### config.mk
export PLATFORM = sky130hd
export DESIGN_NAME = uart_rx_fifo_flat
export DESIGN_NICKNAME = d
export VERILOG_FILES = /design/src/rtl/uart_rx_fifo_if.sv /design/src/rtl/uart_rx_fifo.sv /design/src/flat_wrapper.sv
export SDC_FILE = /design/constraint.sdc
export NUM_CORES = 1
export LEC_CHECK = 0
export ABC_AREA = 1
export ABC_CLOCK_PERIOD_IN_PS = 2300
export BUFFER_PORTS_ARGS = -buffer_cell sky130_fd_sc_hd__buf_2
export CAP_MARGIN = 5
export CORE_MARGIN = 8
export CORE_UTILIZATION = 50
export DETAILED_ROUTE_END_ITERATION = 7
export PLACE_DENSITY = 0.78
export SKIP_LAST_GASP = 1
export SYNTH_ARGS = -nofsm -noshare
export SYNTH_HDL_FRONTEND = slang
export SYNTH_SLANG_ARGS = --single-unit
export TNS_END_PERCENT = 10
### constraint.sdc
create_clock -name clk -period 2.3 [get_ports clk]
set_input_delay 0.575 -clock clk [delete_from_list [all_inputs] [get_ports clk]]
set_output_delay 0.575 -clock clk [all_outputs]
set_load 0.01 [all_outputs]
### src/rtl/uart_rx_fifo_if.sv
// ============================================================================
// Module      : uart_rx_fifo_if
// Description : CPU-side bus of the serial receive FIFO (pop, error clear, status)
// Revision    : 1.0  initial release
// ============================================================================
`default_nettype none

interface uart_rx_fifo_if #(
  parameter int AW = 2
);
  logic          rd;
  logic          clr_err;
  logic [7:0]    dout;
  logic          empty;
  logic          full;
  logic [AW:0]   count;
  logic          frame_err;
  logic          overrun;
  logic          intr;

  modport master (
    output rd, clr_err,
    input  dout, empty, full, count, frame_err, overrun, intr
  );

  modport slave (
    input  rd, clr_err,
    output dout, empty, full, count, frame_err, overrun, intr
  );
endinterface

`default_nettype wire

### src/rtl/uart_rx_fifo.sv
// ============================================================================
// Module      : uart_rx_fifo
// Description : 8N1 serial receiver feeding a fall-through byte FIFO with IRQ
// Revision    : 1.0  initial release
// ============================================================================
`default_nettype none

module uart_rx_fifo #(
  parameter int CLKS_PER_BIT = 16,
  parameter int DEPTH        = 4,
  parameter int AW           = 2
) (
  input  wire logic         clk,
  input  wire logic         reset,
  input  wire logic         uart_rx,
  uart_rx_fifo_if.slave     bus
);

  localparam int             CW          = $clog2(CLKS_PER_BIT);
  localparam logic [CW-1:0]  c_half_m1   = CW'(CLKS_PER_BIT / 2 - 1);
  localparam logic [CW-1:0]  c_last      = CW'(CLKS_PER_BIT - 1);

  typedef enum logic [2:0] {
    S_IDLE  = 3'd0,
    S_START = 3'd1,
    S_DATA  = 3'd2,
    S_STOP  = 3'd3,
    S_BREAK = 3'd4
  } state_t;

  logic          r_sync1, r_sync2;
  logic          w_rx_s;
  state_t        r_state, w_state_nxt;
  logic [CW-1:0] r_cnt, w_cnt_nxt;
  logic [2:0]    r_idx, w_idx_nxt;
  logic [7:0]    r_shift, w_shift_nxt;
  logic          w_stop_ok, w_stop_bad;
  logic          r_push;
  logic          r_frame_err, r_overrun;
  logic [AW:0]   r_wr_ptr, r_rd_ptr;
  logic [7:0]    r_mem [DEPTH];
  logic          w_empty, w_full, w_pop, w_push, w_drop;

  always_ff @(posedge clk or negedge reset) begin
    if (!reset) begin
      r_sync1 <= 1'b1;
      r_sync2 <= 1'b1;
    end else begin
      r_sync1 <= uart_rx;
      r_sync2 <= r_sync1;
    end
  end

  assign w_rx_s = r_sync2;

  always_ff @(posedge clk or negedge reset) begin
    if (!reset) begin
      r_state <= S_IDLE;
      r_cnt   <= '0;
      r_idx   <= '0;
      r_shift <= '0;
      r_push  <= 1'b0;
    end else begin
      r_state <= w_state_nxt;
      r_cnt   <= w_cnt_nxt;
      r_idx   <= w_idx_nxt;
      r_shift <= w_shift_nxt;
      r_push  <= w_stop_ok;
    end
  end

  always_comb begin
    w_state_nxt = r_state;
    w_cnt_nxt   = r_cnt + CW'(1);
    w_idx_nxt   = r_idx;
    w_shift_nxt = r_shift;
    w_stop_ok   = 1'b0;
    w_stop_bad  = 1'b0;
    case (r_state)
      S_IDLE: begin
        w_cnt_nxt = '0;
        if (!w_rx_s) w_state_nxt = S_START;
      end
      S_START: begin
        if (r_cnt == c_half_m1) begin
          w_cnt_nxt = '0;
          w_idx_nxt = '0;
          w_state_nxt = w_rx_s ? S_IDLE : S_DATA;
        end
      end
      S_DATA: begin
        if (r_cnt == c_last) begin
          w_cnt_nxt   = '0;
          w_shift_nxt = {w_rx_s, r_shift[7:1]};
          w_idx_nxt   = r_idx + 3'd1;
          if (r_idx == 3'd7) w_state_nxt = S_STOP;
        end
      end
      S_STOP: begin
        if (r_cnt == c_last) begin
          w_cnt_nxt = '0;
          if (w_rx_s) begin
            w_stop_ok   = 1'b1;
            w_state_nxt = S_IDLE;
          end else begin
            w_stop_bad  = 1'b1;
            w_state_nxt = S_BREAK;
          end
        end
      end
      S_BREAK: begin
        // Stay here until the line recovers so a held-low line flags only once.
        w_cnt_nxt = '0;
        if (w_rx_s) w_state_nxt = S_IDLE;
      end
      default: w_state_nxt = S_IDLE;
    endcase
  end

  // The shift register is stable for the cycle after the stop sample, so it
  // serves directly as the write data.
  assign w_empty = (r_wr_ptr == r_rd_ptr);
  assign w_full  = (r_wr_ptr[AW] != r_rd_ptr[AW]) &&
                   (r_wr_ptr[AW-1:0] == r_rd_ptr[AW-1:0]);
  assign w_pop   = bus.rd && !w_empty;
  assign w_push  = r_push && (!w_full || w_pop);
  assign w_drop  = r_push && w_full && !bus.rd;

  always_ff @(posedge clk or negedge reset) begin
    if (!reset) begin
      r_wr_ptr <= '0;
      r_rd_ptr <= '0;
    end else begin
      if (w_push) r_wr_ptr <= r_wr_ptr + (AW+1)'(1);
      if (w_pop)  r_rd_ptr <= r_rd_ptr + (AW+1)'(1);
    end
  end

  always_ff @(posedge clk) begin
    if (w_push) r_mem[r_wr_ptr[AW-1:0]] <= r_shift;
  end

  always_ff @(posedge clk or negedge reset) begin
    if (!reset) begin
      r_frame_err <= 1'b0;
      r_overrun   <= 1'b0;
    end else begin
      if (w_stop_bad)       r_frame_err <= 1'b1;
      else if (bus.clr_err) r_frame_err <= 1'b0;
      if (w_drop)           r_overrun   <= 1'b1;
      else if (bus.clr_err) r_overrun   <= 1'b0;
    end
  end

  assign bus.dout      = r_mem[r_rd_ptr[AW-1:0]];
  assign bus.empty     = w_empty;
  assign bus.full      = w_full;
  assign bus.count     = r_wr_ptr - r_rd_ptr;
  assign bus.frame_err = r_frame_err;
  assign bus.overrun   = r_overrun;
  assign bus.intr      = !w_empty || r_frame_err || r_overrun;

endmodule

`default_nettype wire

### src/flat_wrapper.sv
// flat-port wrapper written by rule: the top's interface ports become plain ports
module uart_rx_fifo_flat 
#(
  parameter int CLKS_PER_BIT = 16,
  parameter int DEPTH        = 4,
  parameter int AW           = 2
)
  (clk, reset, uart_rx, bus_rd, bus_clr_err, bus_dout, bus_empty, bus_full, bus_count, bus_frame_err, bus_overrun, bus_intr);
  uart_rx_fifo_if #(.AW(AW)) bus_i ();
  input  wire logic clk;
  input  wire logic reset;
  input  wire logic uart_rx;
  input wire logic [$bits(bus_i.rd)-1:0] bus_rd;
  input wire logic [$bits(bus_i.clr_err)-1:0] bus_clr_err;
  output wire logic [$bits(bus_i.dout)-1:0] bus_dout;
  output wire logic [$bits(bus_i.empty)-1:0] bus_empty;
  output wire logic [$bits(bus_i.full)-1:0] bus_full;
  output wire logic [$bits(bus_i.count)-1:0] bus_count;
  output wire logic [$bits(bus_i.frame_err)-1:0] bus_frame_err;
  output wire logic [$bits(bus_i.overrun)-1:0] bus_overrun;
  output wire logic [$bits(bus_i.intr)-1:0] bus_intr;
  assign bus_i.rd = bus_rd;
  assign bus_i.clr_err = bus_clr_err;
  assign bus_dout = bus_i.dout;
  assign bus_empty = bus_i.empty;
  assign bus_full = bus_i.full;
  assign bus_count = bus_i.count;
  assign bus_frame_err = bus_i.frame_err;
  assign bus_overrun = bus_i.overrun;
  assign bus_intr = bus_i.intr;
  uart_rx_fifo #(.CLKS_PER_BIT(CLKS_PER_BIT), .DEPTH(DEPTH), .AW(AW)) u_core (.clk(clk), .reset(reset), .uart_rx(uart_rx), .bus(bus_i));
endmodule
# == Yosys cells after proc, flatten, opt, wreduce, memory -nomap -nowiden ==
# Memory sizes are Yosys's and may differ from the RTL's.
# Index checks and enable logic that the tools add are counted.
# word_totals
regBits,29
latchBits,0
ramBits,32
rom_bits,0
input_bits,5
out_inout_bits,16
word_cells,79
n_memories,1
# mem_list
name,words,word_bits,read_ports,rd_ports_with_merged_regs,wr,line,rtl
u_core.r_mem,4,8,1,0,1,uart_rx_fifo.sv:41,logic [7:0] r_mem [DEPTH];
# classes
add_sub_neg,5
mul,0
n_div,0
magnitude_cmp,0
n_eq_ne,16
n_shift,0
n_mux,26
bitwise,0
reduce_logical,20
# op_table
operator,n
two-way mux 3 bit,9
case mux 3 bit (5 select lines),1
case mux 4 bit (3 select lines),1
two-way mux 1 bit,11
"!= test 2 x 1 -> 1 bit, second input constant",5
"adder 3 x 1 -> 3 bit, second input constant",3
two-way mux 4 bit,2
"equality test 3 x 2 -> 1 bit, second input constant",2
"equality test 3 bit, second input constant",2
case mux 3 bit (2 select lines),1
AND reduction 6 bit,1
nonzero test 2 bit,3
logical AND 1 bit,5
"adder 4 x 1 -> 4 bit, second input constant",1
"equality test 4 x 3 -> 1 bit, second input constant",1
"equality test 4 bit, second input constant",1
OR reduction 2 bit,2
"equality test 3 x 1 -> 1 bit, second input constant",1
equality test 3 bit,1
zero test 1 bit,3
zero test 3 bit,1
logical OR 1 bit,3
AND reduction 3 bit,1
subtractor 3 bit,1
5 further kinds,5

# == Depth between registers and ports, before layout ==
# Gate-level depths: netlist of the first run.
# depth
ltp_word,7
depth_mapped,9
depth_no_buf,9

# == Least setup slack after synthesis of the first run ==
# OpenSTA, ideal clock, no wires.
# synth_path
path_type,reg2reg
start,reg u_core.r_rd_ptr[1]
end,mem u_core.r_mem[0][0] (enable)
setup_ns,0.371
arrival_ns,1.722
required_ns,1.929
slack_ns,0.208
stages_incl_launch_ff,8
cell_sequence,dfrtp_1 -> clkinv_1 -> ha_1 -> nand2_1 -> nor2_4 -> nand2_2 -> nand2_4 -> nor2_1
# synth_via
elab_chain_len,7
elab_cells_between_ends,10
classes_between,2 x eq/ne; 2 x mux; 6 x reduce/logical
# synth_lines
item,line,rtl
start: declaration,uart_rx_fifo.sv:40,"logic [AW:0] r_wr_ptr, r_rd_ptr;"
start signal: assignment,uart_rx_fifo.sv:135,if (w_pop) r_rd_ptr <= r_rd_ptr + (AW+1)'(1);
equality test 2 bit,uart_rx_fifo.sv:124,(r_wr_ptr[AW-1:0] == r_rd_ptr[AW-1:0]);
logical AND 1 bit,uart_rx_fifo.sv:123,assign w_full = (r_wr_ptr[AW] != r_rd_ptr[AW]) &&
via bus_full,flat_wrapper.sv:17,output wire logic [$bits(bus_i.full)-1:0] bus_full;
zero test 1 bit,uart_rx_fifo.sv:126,assign w_push = r_push && (!w_full || w_pop);
logical OR 1 bit,uart_rx_fifo.sv:126,
logical AND 1 bit,uart_rx_fifo.sv:126,
two-way mux 1 bit,uart_rx_fifo.sv:140,if (w_push) r_mem[r_wr_ptr[AW-1:0]] <= r_shift;
two-way mux 1 bit (not written as such),uart_rx_fifo.sv:140,
end: declaration,uart_rx_fifo.sv:41,
# The timed path passes the listed nets, and every way through them passes these cells.

# == Final worst setup path of the first run ==
# layout_path
start,reg u_core.r_rd_ptr[0]
end,out bus_count[1]
# layout_via
elab_chain_len,1
# layout_lines
item,line,rtl
subtractor 3 bit,uart_rx_fifo.sv:158,assign bus.count = r_wr_ptr - r_rd_ptr;
end: declaration,flat_wrapper.sv:18,output wire logic [$bits(bus_i.count)-1:0] bus_count;
# No other way between the ends.

==> results of run 1 <==
-- layer usage --
metal  wire length [µm]  part of all wire  vias to the layer above
met2               2460              0.51                       33
met3                210             0.044                        8
met4                 75             0.016                        0
li1                   -                 -                      898
met5                  0                 0                        -
met1               2060              0.43                      856
-- cells in the mapped netlist (all sizes together) --
master   n
edfxtp  32
fa       1
xor2     3
nor3b    1
nand3   14
nor2b    1
buf      4
nand3b   2
ha      10
nor4     1
o21ai   28
dfrtp   27
o21a     1
nand2   47
inv     21
a21oi    1
dfstp    2
nor2    39
xnor2    3
o22ai    8
clkinv   2
-- stage by stage --
| stage | cells | hold slack [ns] | instance area (µm²) | util | total power, mW |
|---|---|---|---|---|---|
| 2_1_floorplan | 248 | 0.279 | 2710 | - | 2.03 |
| 3_3_place_gp | 343 | 0.346 | 2930 | 0.545 | 2.34 |
| 3_5_place_dp | 343 | 0.347 | 2930 | 0.545 | 2.37 |
| 4_1_cts | 360 | 0.280 | 3150 | 0.587 | 3.40 |
| 5_1_grt | 360 | 0.311 | 3160 | 0.588 | 3.60 |
| 6_report | 360 | 0.265 | 3160 | 0.588 | 3.38 |
-- cell families (layout without fill, tap and decap cells) --
family,count (synthesis),after routing
xor+xnor,6,6
buf+inv,27,67
flops,61,61
fa+ha+maj,11,11
compound gates,38,38
simple gates,105,105
-- state kept, by name, summed over array words and instances (netlist names) --
name,cells
u_core.r_mem,32
u_core.r_shift,8
u_core.r_cnt,4
u_core.r_idx,3
u_core.r_rd_ptr,3
u_core.r_state,3
u_core.r_wr_ptr,3
u_core.bus.frame_err,1
u_core.bus.overrun,1
u_core.r_push,1
u_core.r_sync1,1
u_core.r_sync2,1
-- power by group --
group          internal, mW  switching [mW]  leakage, nW
sequential             1.21          0.0931        0.648
clock                 0.642           0.369        0.105
combinational         0.417           0.642        0.608
total                  2.27            1.10         1.36
-- worst paths after layout --
| kind | endpoint | slack (ns) | cells after the start |
|---|---|---|---|
| max | bus_count[1] | 0.05 | 4 |
| min | u_core.r_idx[1] | 0.27 | 1 |
| max reg2reg | u_core.r_mem[1][6] | 0.48 | 8 |
| min reg2reg | u_core.r_sync2 | 0.35 | 0 |
| max in group asynchronous | u_core.r_rd_ptr[1] | 1.60 | 1 |
| min in group clk | u_core.r_sync2 | 0.35 | 0 |
-- timing repair --
item	4_1_cts	5_1_grt
setup endpoints to repair	3	7
resized for setup	2	4
buffers inserted	1	0
pin swaps	0	1
-- area by class of cell --
type | instances | area, µm² | share of cell area
inverter | 23 | 90.1 | 0.0285
tap | 72 | 90.1 | 0.0285
clock inverter | 2 | 60.1 | 0.0190
clock buffer | 14 | 153 | 0.0483
multi-input combinational | 160 | 915 | 0.290
sequential | 61 | 1690 | 0.535
timing repair buffer | 28 | 160 | 0.0507
==> results.cfg, run 1 <==
[job]
cap_violations = 0

[clock_network]
clkTransAtPathRegs_ns = 0.07
htreeDepth = 3
clkLatencyLatePin_ns = 0.32
clockBufferDepth = 2
cts_buffers = 9
cts.hold.buffers_added = 0
cts_tree = done
cts_root_buf = clkbuf_8
clkSinkCount = 61

[route]
ant_nets = 0
via_count = 1795
drc = 0
drt_pass1_iterations = 4
post_drt_via_cell_ratio = 4.99
drtIter0Drc = 80
wl_per_cell_um = 13.4
wl_um = 4810

[sta]
fin_skew_ns = 0.0103
slew_viol_final = 0
slew_headroom = 0.588
max_freq_mhz = 445
setup_violations = 0
period_needed_ns = 2.25
rsz0062_at_grt = yes
tns_ns = 0
finalCritPeriodShare = 0.977
finalHoldViolations = 0
worstMarginPinSlew_ns = 0.618
setup_slack_ns = 0.0538

[setup_path]
critPathLaunch = u_core.r_rd_ptr[0]
critPathKind = flip-flop to output pin
worstPathArrival_ns = 1.67
critPathMaxFanout = 3
path_cells = ha_2 -> fa_2 -> inv_1 -> buf_2
crit_family = adder cells
worstSetupStartpointType = flip-flop
slowest_delay_ns = 0.55
critPathBufInv = 2
crit_slowest_cell = fa_2
required_ns = 1.73
reg2reg_from = u_core.r_rd_ptr[1]
critPathCaptureType = output pin

[min_path]
worst_hold_path_type = input port to async pin

[place]
dpl.hpwl_um = 3240
place.gp.congestion = 0.747
port_buffers = 20
dp_slack_ns = 0.287

[yosys]
ys_top_cells_by_area = edfxtp_1 35%, dfrtp_1 25%, nand2_1 5.9%
synth-simple-area-share = 0.185
synthesis.instances = 248
synth_top_family_by_area = simple AND/OR/NAND/NOR gates
syn_area_mm2 = 0.00271
synth-xor-area-share = 0.0221
yosys.area.top_type_share = 0.354
synth_cell_types = 30
synthMuxAreaShare = 0
synth_adder_area_share = 0.0535
synth_top_area_cell = edfxtp_1
synth_warnings = 0
ys_ff_latch = 61
syn_avg_cell_area_um2 = 10.9
synth-compound-area-share = 0.0747
yosysSeqAreaShare = 0.622
syn_nets = 264

[finish]
layout_common_cells = 43 x nand2_1, 33 x nor2_1, 32 x edfxtp_1
layout_commonest_cell = nand2_1
nFillCells = 438
area_delta_synth_final_pct = 16.4
final_nets = 299
layout-drive-gt1-share = 0.215
num_antenna_cells = 0

[power]
vdd_drop_max_mv = 0.547
power_leakage_nw = 1.36
power.density_mw_per_mm2 = 1070

[grt]
grt_pass1_wl_um = 8090
grtUsageTotal = 0.137
met3_usage = 0.0409
grt-busiest-layer = met2
first_global_vias = 1845
use_met1 = 0.144
grt_util_met2 = 0.235
grt_max_degree = 30
antenna_found_initial = 0
overflow = 0

[floorplan]
die_w_um = 89.7
core_mm2 = 0.00537
die_area_mm2 = 0.00804
initial_core_util = 0.505
num_io_pins = 21
rows = 27
die_height_um = 89.7

[run_status]
status = finished clean
Power figures use the tool's default switching activity.
==> run 2, diff against run 1 <==
ABC_AREA = not set   (was 1)
CTS_CLUSTER_DIAMETER = 80   (was not set)
==> results.cfg, run 2 <==
[clock_network]
cts_tree = done
cts_buffers = 9
cts_root_buf = clkbuf_8
clkSinkCount = 61
clkLatencyLatePin_ns = 0.32
cts.hold.buffers_added = 0
htreeDepth = 3
clkTransAtPathRegs_ns = 0.07
clockBufferDepth = 2

[sta]
fin_skew_ns = 0.00487
period_needed_ns = 2.25
setup_violations = 0
worstMarginPinSlew_ns = 0.618
finalCritPeriodShare = 0.978
rsz0062_at_grt = yes
max_freq_mhz = 444
tns_ns = 0
slew_viol_final = 0
slew_headroom = 0.588
hold_slack_ns = 0.258
finalHoldViolations = 0

[yosys]
ys.flop_type = edfxtp_1
synth_edf_count = 32
syn_avg_cell_area_um2 = 15.7
synth_cell_types = 35
ys_top_cells_by_area = edfxtp_1 37%, dfrtp_1 26%, mux4_2 6.9%
synthTopCellsByCount = 32 x edfxtp_1, 27 x dfrtp_1, 13 x inv_1
ys_ff_latch = 61
yosysSeqAreaShare = 0.650
syn_area_mm2 = 0.00260
yosysMostFrequentCell = edfxtp_1
async_reset_ff_frac = 0.475
yosys.area.top_type_share = 0.370
synthesis.instances = 165
synth_warnings = 0
syn_nets = 181
synth_top_area_cell = edfxtp_1

[finish]
layout_common_cells = 32 x edfxtp_1, 26 x dfrtp_1, 20 x buf_2
layout-drive-gt1-share = 0.293
multiInputGateArea_um2 = 845
layout_commonest_cell = edfxtp_1
num_antenna_cells = 0
layout.cells.non_filler = 268
area_delta_synth_final_pct = 15.3
nFillCells = 408
area.sequential_mm2 = 0.00169
final_area_mm2 = 0.00300
final_nets = 210
largest_register_ffs = 32

[power]
total_power_mw = 3.47
p_clk_frac = 0.283
combPwrFrac = 0.307
vdd_drop_max_mv = 0.857
power_leakage_nw = 1.23
p_switching_mw = 1.10
pwr-share-seq = 0.411
p_int_mw = 2.37
swShare = 0.317
power.density_mw_per_mm2 = 1160

[route]
drc = 0
drt_pass1_iterations = 4
ant_nets = 0
wl_um = 4400
via_count = 1396
wl_per_cell_um = 16.4
post_drt_via_cell_ratio = 5.21
drtIter0Drc = 47

[place]
place_inst = 252
dpl.hpwl_um = 3110
port_buffers = 20
dpl_cell_area_mm2 = 0.00278
place.gp.congestion = 0.885

[grt]
grtUsageTotal = 0.126
grt_pass1_wl_um = 7130
grt_max_degree = 30
overflow = 0
antenna_found_initial = 0
first_global_vias = 1526

[floorplan]
initial_core_util = 0.512
rows = 26
die_area_mm2 = 0.00776
core_mm2 = 0.00507
die_w_um = 88.1
die_height_um = 88.1
num_io_pins = 21

[min_path]
worst_hold_path_type = input port to async pin

[setup_path]
slowest_delay_ns = 0.56
critPathKind = flip-flop to output pin
path_cells = inv_1 -> ha_1 -> fa_2 -> inv_1 -> buf_2
critPathLaunch = u_core.r_wr_ptr[0]
cpMostUsedCell = inv_1
crit_slowest_cell = fa_2
required_ns = 1.73
worstPathArrival_ns = 1.68
worstSetupStartpointType = flip-flop
reg2reg_from = u_core.r_rd_ptr[1]
critPathCaptureType = output pin
reg2reg_depth = 5
critPathMaxFanout = 3

[run_status]
status = finished clean

[job]
cap_violations = 0
==> run 2: changes by cell type in the layout (fill, tap and decap cells not counted), sizes merged, moves of 8 or more <==
| cell | before | now |
|---|---|---|
| mux4 | 0 | 8 |
| nor2 | 39 | 10 |
| nand2 | 47 | 5 |
| nand3 | 14 | 2 |
| inv | 21 | 13 |
| mux2 | 0 | 10 |
| o21ai | 28 | 1 |
==> run 2: metrics by stage <==
stage | setup slack [ns] | util
finish | 0.0497 | 0.590
global route | -0.0200 | 0.590
CTS | -0.0104 | 0.589
detailed placement | 0.262 | 0.547
floorplan | 0.159 | -
global placement | 0.330 | 0.547
==> run 2: critical path, delay by kind of cell, from the launching register on <==
family,cells,cell delay (ns)
adders and majority gates,2,0.77
DFF,1,0.35
buffers and inverters,3,0.24
==> run 2: logic make-up (layout without fill, tap and decap cells) <==
| group | count (synthesis) | after routing | synth area share |
|---|---|---|---|
| xor+xnor | 10 | 10 | 0.0366 |
| mux | 20 | 20 | 0.120 |
| compound gates | 14 | 14 | 0.0414 |
| flops | 61 | 61 | 0.650 |
| buf+inv | 18 | 51 | 0.0279 |
| simple gates | 31 | 31 | 0.0679 |
| fa+ha+maj | 11 | 11 | 0.0559 |
==> run 2: area by class of cell <==
class / instances / area share
well taps: 70 / 0.0292
flip-flops and latches: 61 / 0.564
clock buffers: 9 / 0.0413
clock inverters: 6 / 0.0263
repair buffers: 23 / 0.0409
multi-input cells: 86 / 0.282
inverters: 13 / 0.0163
==> run 2: power by group through the flow <==
stage	clock [mW]	sequential, mW	combinational, mW
after floorplan	0	1.37	0.776
after global placement	0	1.43	1.01
after detailed placement	0	1.45	1.05
after CTS	1.01	1.42	1.07
after global routing	1.06	1.44	1.19
final	0.982	1.43	1.06
==> run 2: timing repair <==
action,4_1_cts,5_1_grt
resized for setup,1,3
pin swaps,0,1
setup endpoints to repair,3,2
buffers inserted,1,0
gates cloned,0,0
==> run 2: final timing paths <==
| kind | end | slack (ns) |
|---|---|---|
| min in group clk | u_core.r_sync1 | 0.35 |
| min | u_core.r_rd_ptr[0] | 0.26 |
| max | bus_count[1] | 0.05 |
| max reg2reg | u_core.r_mem[1][6] | 0.40 |
| max in group asynchronous | u_core.r_rd_ptr[1] | 1.61 |
| min reg2reg | u_core.r_sync2 | 0.36 |
==> run 2: routing by layer <==
metal / global-route usage / part of all wire / vias to the layer above / wire, µm
met3: 0.0338 / 0.040 / 7 / 176
met2: 0.214 / 0.53 / 23 / 2340
li1: - / - / 660 / -
met5: 0 / 0 / - / 0
met1: 0.137 / 0.41 / 706 / 1830
met4: 0.0737 / 0.013 / 0 / 57
